--- src/rtl/uart_rx_buffered_pkg.sv ---
// Shared types for the buffered UART receiver: FSM state codes, parity modes
// and the FIFO entry layout (sized for the widest 9-bit character).
package uart_pkg;

    typedef enum logic [2:0] {
        RX_IDLE     = 3'd0,
        RX_START    = 3'd1,
        RX_DATA     = 3'd2,
        RX_PARITY   = 3'd3,
        RX_STOP     = 3'd4,
        RX_BRK_WAIT = 3'd5
    } rx_state_e;

    typedef enum logic [1:0] {
        PAR_NONE = 2'd0,
        PAR_ODD  = 2'd1,
        PAR_EVEN = 2'd2
    } parity_e;

    typedef struct packed {
        logic       brk;
        logic       frame_err;
        logic       parity_err;
        logic [8:0] data;
    } rx_entry_t;

    // Encoding 3 is a second spelling of "no parity".
    function automatic parity_e decode_parity(input logic [1:0] cfg);
        case (cfg)
            2'd1:    return PAR_ODD;
            2'd2:    return PAR_EVEN;
            default: return PAR_NONE;
        endcase
    endfunction

endpackage

--- src/rtl/uart_rx_buffered_sync_fifo.sv ---
// Single-clock FIFO with combinational head read; a push into a full FIFO is
// accepted only when a pop happens in the same cycle.
module sync_fifo #(
    parameter int WIDTH = 12,
    parameter int DEPTH = 16
) (
    input  logic                     clk,
    input  logic                     rst,
    input  logic                     push,
    input  logic [WIDTH-1:0]         push_data,
    input  logic                     pop,
    output logic [WIDTH-1:0]         pop_data,
    output logic                     full,
    output logic                     empty,
    output logic [$clog2(DEPTH):0]   count
);
    localparam int AW = $clog2(DEPTH);
    localparam logic [AW:0]   FULL_CNT = (AW+1)'(DEPTH);
    localparam logic [AW-1:0] PTR_ONE  = AW'(1);
    localparam logic [AW:0]   CNT_ONE  = (AW+1)'(1);

    logic [WIDTH-1:0] mem [DEPTH];
    logic [AW-1:0]    wr_ptr;
    logic [AW-1:0]    rd_ptr;
    logic             do_push;
    logic             do_pop;

    assign empty    = (count == '0);
    assign full     = (count == FULL_CNT);
    assign do_pop   = pop && !empty;
    assign do_push  = push && (!full || do_pop);
    assign pop_data = mem[rd_ptr];

    always_ff @(posedge clk) begin
        if (do_push)
            mem[wr_ptr] <= push_data;
    end

    always_ff @(posedge clk) begin
        if (rst) begin
            wr_ptr <= '0;
            rd_ptr <= '0;
            count  <= '0;
        end else begin
            if (do_push)
                wr_ptr <= wr_ptr + PTR_ONE;
            if (do_pop)
                rd_ptr <= rd_ptr + PTR_ONE;
            case ({do_push, do_pop})
                2'b10:   count <= count + CNT_ONE;
                2'b01:   count <= count - CNT_ONE;
                default: count <= count;
            endcase
        end
    end

endmodule

--- src/rtl/uart_rx_buffered.sv ---
// Oversampling UART receiver with 2-of-3 majority sampling, per-byte error and
// break flags, and an output FIFO drained through a valid/ready handshake.
module uart_rx_buffered
    import uart_pkg::*;
#(
    parameter int data_bits  = 8,
    parameter int oversample = 16,
    parameter int div_width  = 16,
    parameter int fifo_depth = 16
) (
    input  logic                          clk,
    input  logic                          rst,
    input  logic                          rx,
    input  logic [div_width-1:0]          cfg_div,
    input  logic [1:0]                    cfg_parity,
    input  logic                          cfg_stop2,
    output logic [data_bits-1:0]          rx_data,
    output logic                          rx_parity_err,
    output logic                          rx_frame_err,
    output logic                          rx_break,
    output logic                          rx_valid,
    input  logic                          rx_ready,
    output logic [$clog2(fifo_depth):0]   rx_count,
    output logic                          rx_overrun,
    input  logic                          ovr_clr
);
    localparam int TW = $clog2(oversample);
    localparam int BW = $clog2(data_bits);
    localparam logic [TW-1:0] T_S0   = TW'(oversample/2 - 1);
    localparam logic [TW-1:0] T_S1   = TW'(oversample/2);
    localparam logic [TW-1:0] T_DEC  = TW'(oversample/2 + 1);
    localparam logic [TW-1:0] T_LAST = TW'(oversample - 1);
    localparam logic [TW-1:0] T_ONE  = TW'(1);
    localparam logic [BW-1:0] B_LAST = BW'(data_bits - 1);
    localparam logic [BW-1:0] B_ONE  = BW'(1);
    localparam logic [div_width-1:0] DIV_ONE = div_width'(1);

    localparam logic [2:0] S_IDLE     = 3'(RX_IDLE);
    localparam logic [2:0] S_START    = 3'(RX_START);
    localparam logic [2:0] S_DATA     = 3'(RX_DATA);
    localparam logic [2:0] S_PARITY   = 3'(RX_PARITY);
    localparam logic [2:0] S_STOP     = 3'(RX_STOP);
    localparam logic [2:0] S_BRK_WAIT = 3'(RX_BRK_WAIT);

    logic                 rx_meta, rx_sync;
    logic [2:0]           state;
    logic [div_width-1:0] div_cnt, div_lat, div_sel, div_max;
    logic [TW-1:0]        tick_cnt;
    parity_e              par_lat;
    logic                 stop2_lat;
    logic [BW-1:0]        bit_idx;
    logic [8:0]           data_sr;
    logic                 samp0, samp1;
    logic                 all_zero, frame_err, par_err, brk_flag, second_stop;
    logic                 tick, start_edge, decide, bit_val;
    logic                 par_bad, stop_frame, stop_brk, last_stop;
    logic                 push_req, pop, drop, fifo_full, fifo_empty;
    rx_entry_t            push_entry, head;

    always_ff @(posedge clk) begin
        if (rst) begin
            rx_meta <= 1'b1;
            rx_sync <= 1'b1;
        end else begin
            rx_meta <= rx;
            rx_sync <= rx_meta;
        end
    end

    // Free-running on the live divisor while idle, on the latched one mid-frame.
    assign div_sel    = (state == S_IDLE) ? cfg_div : div_lat;
    assign div_max    = (div_sel == '0) ? DIV_ONE : div_sel;
    assign tick       = (div_cnt >= div_max - DIV_ONE);
    assign start_edge = (state == S_IDLE) && !rx_sync;
    assign decide     = tick && (tick_cnt == T_DEC);
    assign bit_val    = (samp0 & samp1) | (samp0 & rx_sync) | (samp1 & rx_sync);

    assign par_bad    = (par_lat == PAR_ODD) ? ~(^data_sr ^ bit_val) : (^data_sr ^ bit_val);
    assign stop_frame = frame_err | ~bit_val;
    assign stop_brk   = second_stop ? brk_flag : (all_zero & ~bit_val);
    assign last_stop  = second_stop | ~stop2_lat;

    always_ff @(posedge clk) begin
        if (rst || start_edge || tick)
            div_cnt <= '0;
        else
            div_cnt <= div_cnt + DIV_ONE;
    end

    // In BRK_WAIT the tick counter doubles as the "line high for a bit" timer.
    always_ff @(posedge clk) begin
        if (rst || start_edge)
            tick_cnt <= '0;
        else if (state == S_BRK_WAIT && !rx_sync)
            tick_cnt <= '0;
        else if (tick)
            tick_cnt <= (tick_cnt == T_LAST) ? '0 : tick_cnt + T_ONE;
        if (tick && tick_cnt == T_S0)
            samp0 <= rx_sync;
        if (tick && tick_cnt == T_S1)
            samp1 <= rx_sync;
    end

    always_ff @(posedge clk) begin
        push_req <= 1'b0;
        if (rst) begin
            state       <= S_IDLE;
            div_lat     <= '0;
            par_lat     <= PAR_NONE;
            stop2_lat   <= 1'b0;
            bit_idx     <= '0;
            data_sr     <= '0;
            all_zero    <= 1'b0;
            frame_err   <= 1'b0;
            par_err     <= 1'b0;
            brk_flag    <= 1'b0;
            second_stop <= 1'b0;
            push_entry  <= '0;
        end else begin
            case (state)
                S_IDLE: if (start_edge) begin
                    state     <= S_START;
                    div_lat   <= cfg_div;
                    par_lat   <= decode_parity(cfg_parity);
                    stop2_lat <= cfg_stop2;
                end
                S_START: if (decide) begin
                    state       <= bit_val ? S_IDLE : S_DATA;
                    bit_idx     <= '0;
                    data_sr     <= '0;
                    all_zero    <= 1'b1;
                    frame_err   <= 1'b0;
                    par_err     <= 1'b0;
                    brk_flag    <= 1'b0;
                    second_stop <= 1'b0;
                end
                S_DATA: if (decide) begin
                    data_sr[bit_idx] <= bit_val;
                    all_zero         <= all_zero & ~bit_val;
                    if (bit_idx == B_LAST) begin
                        bit_idx <= '0;
                        state   <= (par_lat == PAR_NONE) ? S_STOP : S_PARITY;
                    end else begin
                        bit_idx <= bit_idx + B_ONE;
                    end
                end
                S_PARITY: if (decide) begin
                    par_err  <= par_bad;
                    all_zero <= all_zero & ~bit_val;
                    state    <= S_STOP;
                end
                // Leaves mid-stop-bit so the next start edge can be caught early.
                S_STOP: if (decide) begin
                    frame_err <= stop_frame;
                    brk_flag  <= stop_brk;
                    if (last_stop) begin
                        push_req   <= 1'b1;
                        push_entry <= '{brk:        stop_brk,
                                        frame_err:  stop_frame | stop_brk,
                                        parity_err: par_err & ~stop_brk,
                                        data:       stop_brk ? 9'd0 : data_sr};
                        state      <= stop_brk ? S_BRK_WAIT : S_IDLE;
                    end else begin
                        second_stop <= 1'b1;
                    end
                end
                S_BRK_WAIT: if (tick && rx_sync && tick_cnt == T_LAST)
                    state <= S_IDLE;
                default: state <= S_IDLE;
            endcase
        end
    end

    assign pop  = rx_valid && rx_ready;
    assign drop = push_req && fifo_full && !pop;

    sync_fifo #(
        .WIDTH ($bits(rx_entry_t)),
        .DEPTH (fifo_depth)
    ) u_fifo (
        .clk       (clk),
        .rst       (rst),
        .push      (push_req),
        .push_data (push_entry),
        .pop       (pop),
        .pop_data  (head),
        .full      (fifo_full),
        .empty     (fifo_empty),
        .count     (rx_count)
    );

    always_ff @(posedge clk) begin
        if (rst || ovr_clr)
            rx_overrun <= 1'b0;
        else if (drop)
            rx_overrun <= 1'b1;
    end

    assign rx_valid      = !fifo_empty;
    assign rx_data       = rx_valid ? head.data[data_bits-1:0] : '0;
    assign rx_parity_err = rx_valid & head.parity_err;
    assign rx_frame_err  = rx_valid & head.frame_err;
    assign rx_break      = rx_valid & head.brk;

endmodule

--- config.mk ---
export PLATFORM = sky130hd
export DESIGN_NAME = uart_rx_buffered
export DESIGN_NICKNAME = d
export VERILOG_FILES = /design/src/rtl/uart_rx_buffered_pkg.sv /design/src/rtl/uart_rx_buffered_sync_fifo.sv /design/src/rtl/uart_rx_buffered.sv
export SDC_FILE = /design/constraint.sdc
export NUM_CORES = 1
export LEC_CHECK = 0
export CORE_MARGIN = 8
export CORE_UTILIZATION = 48
export CTS_CLUSTER_SIZE = 40
export DETAILED_ROUTE_END_ITERATION = 8
export GPL_TIMING_DRIVEN = 0
export PLACE_DENSITY = 0.71
export SLEW_MARGIN = 10
export SYNTH_ARGS = -nofsm -noshare
export SYNTH_HDL_FRONTEND = slang
export SYNTH_SLANG_ARGS = --single-unit
export TNS_END_PERCENT = 50
--- constraint.sdc ---
create_clock -name clk -period 4.26 [get_ports clk]
set_input_delay 0.852 -clock clk [delete_from_list [all_inputs] [get_ports clk]]
set_output_delay 0.852 -clock clk [all_outputs]
set_load 0.01 [all_outputs]
==> flow_summary_export.csv <==
group,metric,value,unit
run_status,status,"finished, violations left",
setup_path,r2r_cells,21,
setup_path,cp_data_arrival_time,4.92,ns
synth,async_reset_ff_share,0,%
synth,synth.area.top_cells,"edfxtp_1 45%, dfxtp_1 15%, mux4_2 11%, ha_1 3.4%, nor2_1 2.8%",
route,first_iter_violations,585,
power_and_ir_drop,powerDensity,400,nW/µm²
synth,synth_seq_cells,268,
grt,grt_pass1_vias,7328,
floorplan,ioPinCount,42,
clocking,cts_sinks,268,
grt,overflow,0,
min_path,whs_endpoint,"rx_sync",
timing,drv_slew,0,
timing,hold_violations,0,
min_path,worstHoldStart,"rx_meta",
synth,synth_flop_cell,"edfxtp_1",
synth,synth_top_area_cell,"edfxtp_1",
placed_design,place_hpwl,16800,µm
setup_path,rrSetupSlack,-0.18,ns
finish,multi_input_area,4870,µm²
placed_design,place_congestion,0.857,
finish,final_util,59.2,%
clocking,postCtsHoldBufs,0,
floorplan,coreArea,24200,µm²
synth,synth-xor-area-share,3.79,%
placed_design,dpl_cell_area,12700,µm²
clocking,clockRootBuffer,"clkbuf_16",
setup_path,critPathRequiredTime,4.69,ns
grt,antenna_found_initial,0,
finish,n_fill_cell,1879,
route,vias,7576,
synth,yosysTopAreaCellShare,45.4,%
setup_path,crit_start,"cfg_div[8]",
setup_path,cp-start-kind,"input pin",
route,firstDrtPassIters,5,
timing,slew_headroom,23.4,%
timing,tns,-3.07,ns
timing,tightest_slew,1.15,ns
route,vias_per_cell,5.62,
run_status,failed_checks,"setup timing",
synth,synthCells,894,
clocking,htree_num_levels,1,
setup_path,critPathKind,"input pin to register",
synth,synth_top_family_by_area,"multiplexers",
clocking,cts.clk_slew.worst_paths,0.06,ns
placed_design,dp_cells,1263,
timing,fin_crit_sh,105,%
synth,syn_area,11800,µm²
timing,clock_skew,0.00997,ns
finish,fin_area,14300,µm²
setup_path,cp_max_fo,5,
clocking,clk_latency,0.54,ns
placed_design,portBuffers,41,
finish,area_growth,21.4,%
clocking,cts_tree,"built",
synth,synth_cell_types,63,
route,routed_wl,25400,µm
min_path,min_path_cells,1,
synth,synth-compound-area-share,6.48,%
grt,grt_pass1_wl,40000,µm
synth,synth_edf_count,178,
power_and_ir_drop,leakagePower,0.00536,µW
timing,setup-violations-final,24,
min_path,min_path_type,"register to register",
finish,stdcell_count,1349,
floorplan,die_y,173,µm
route,postRouteAntennaNets,0,
grt,grt_max_degree,18,
setup_path,timing.rr.start,"state[0]",
job,cap_viol_max_count,0,
timing,rsz0062_at_grt,"yes",
finish,antenna_cells,0,
synth,ys.warnings.count,0,
setup_path,cp-end-kind,"register",
synth,synth_mux_area_share,11.9,%
timing,fmax,223,MHz
timing,period_minus_slack,4.48,ns
finish,num-nets-final,1061,
floorplan,die_area,29800,µm²
synth,synth_fa_ha_area_share,3.65,%
timing,timing.final.ws_setup,-0.223,ns
synth,syn_avg_cell_area,13.2,µm²
floorplan,die_x,173,µm
floorplan,rows,57,
grt,grt_use_total,16.3,%
finish,drive_gt1_share,22.2,%
floorplan,start_util,48.7,%
synth,syn_nets,951,
power_and_ir_drop,ir_drop,0.304,mV
setup_path,r2r_end,"bit_idx[1]",
clocking,ctsLongestPathBuffers,3,
route,drc,0,
clocking,cts_inserted_buffers,27,
route,wl_per_cell,18.9,µm
synth,yosys.area_share.simple,11.3,%
timing,holdWs,0.407,ns
synth,ys_seq_area_share,60.7,%
finish,seq_area,7150,µm²
## sequential cells by signal (all words and copies together), names as in the netlist, 2 cells and up, named ones only
signal,flops
bit_idx,3
div_lat,16
u_fifo.wr_ptr,4
div_cnt,16
push_entry,11
u_fifo.mem,176
tick_cnt,4
state,3
u_fifo.rd_ptr,4
data_sr,8
u_fifo.count,5
par_lat,2
## how the worst max path moves through the flow
stage	depth (start not counted)	to	slack, ns
after global routing	19	state[2]	-0.39
after global placement	20	div_cnt[9]	-1.27
final	20	bit_idx[1]	-0.22
after floorplan	20	state[1]	-0.08
after CTS	20	state[1]	-0.26
after detailed placement	20	div_cnt[7]	-1.31
## final cells by class
class | instances | share of cell area [%]
flip-flops and latches | 268 | 50.0
inverters | 21 | 0.551
well taps | 324 | 2.83
multi-input cells | 563 | 34.0
plain buffers | 39 | 1.29
clock inverters | 15 | 0.752
repair buffers | 84 | 5.62
clock buffers | 35 | 4.93
## cells in the mapped netlist (21+ instances only)
cell / count
clkbuf_1: 30
nand2_1: 80
o21ai_0: 22
ha_1: 32
edfxtp_1: 178
dfxtp_1: 90
xor2_1: 31
a21oi_1: 57
inv_1: 21
nor2_1: 87
nor3_1: 22
nand3_1: 22
mux4_2: 55
## through the flow
step / worst slack (ns) / total power (µW)
detailed placement: -1.31 / 3380
global placement: -1.27 / 3370
global route: -0.392 / 5940
CTS: -0.261 / 5690
floorplan: -0.0842 / 3240
finish: -0.223 / 5730
## where the power goes
group | internal [µW] | leakage (µW) | total (µW) | switching, µW
clock network | 1230 | 0.000396 | 2190 | 961
logic | 350 | 0.00217 | 755 | 405
registers | 2760 | 0.00279 | 2780 | 21.9
total | 4340 | 0.00536 | 5730 | 1390
## cell usage in the layout, fill, tap and decap left out, types with 20 or more instances in the layout
master	netlist	routed
ha_1	32	31
clkbuf_16	0	27
clkdlybuf4s50_1	0	28
xor2_1	31	31
clkbuf_1	30	34
nand2_1	80	70
inv_1	21	21
a21oi_1	57	47
xnor2_1	20	20
nor2_1	87	81
buf_4	0	31
mux4_2	55	55
edfxtp_1	178	178
dfxtp_1	90	87
## critical path: stages
cell           delay [ns]
dlygate4sd2_1        0.28
or4_4                0.58
nor3_4               0.22
nor2_4               0.08
buf_4                0.13
nand3b_1             0.24
or3_1                0.36
a21oi_1              0.15
a21oi_1              0.06
ha_1                 0.33
a21oi_2              0.14
o21ai_1              0.09
a221oi_2             0.32
o21a_1               0.21
buf_6                0.15
buf_12               0.11
nor3_4               0.04
buf_4                0.18
and4_1               0.18
a31o_2               0.20
## metal layers
layer | vias to the layer above | GRT usage (%) | share of wire [%]
met1 | 3749 | 21.3 | 42
met2 | 233 | 28.1 | 50
met5 | - | 0 | 0
met3 | 35 | 2.66 | 6.0
li1 | 3559 | - | -
met4 | 0 | 3.84 | 1.6
## cells by family after synthesis
family	count (synthesis)
simple gates	282
mux	71
fa+ha+maj	34
flops	268
buf+inv	64
xor+xnor	51
compound gates	124
## repair_timing
item / 4_1_cts / 5_1_grt
setup buffers: 20 / 17
gates resized for setup: 52 / 82
setup endpoints to repair: 64 / 64
endpoints found under the hold margin: 0 / 0
cloned: 1 / 2
pin swaps: 23 / 47
Power figures use the tool's default switching activity.
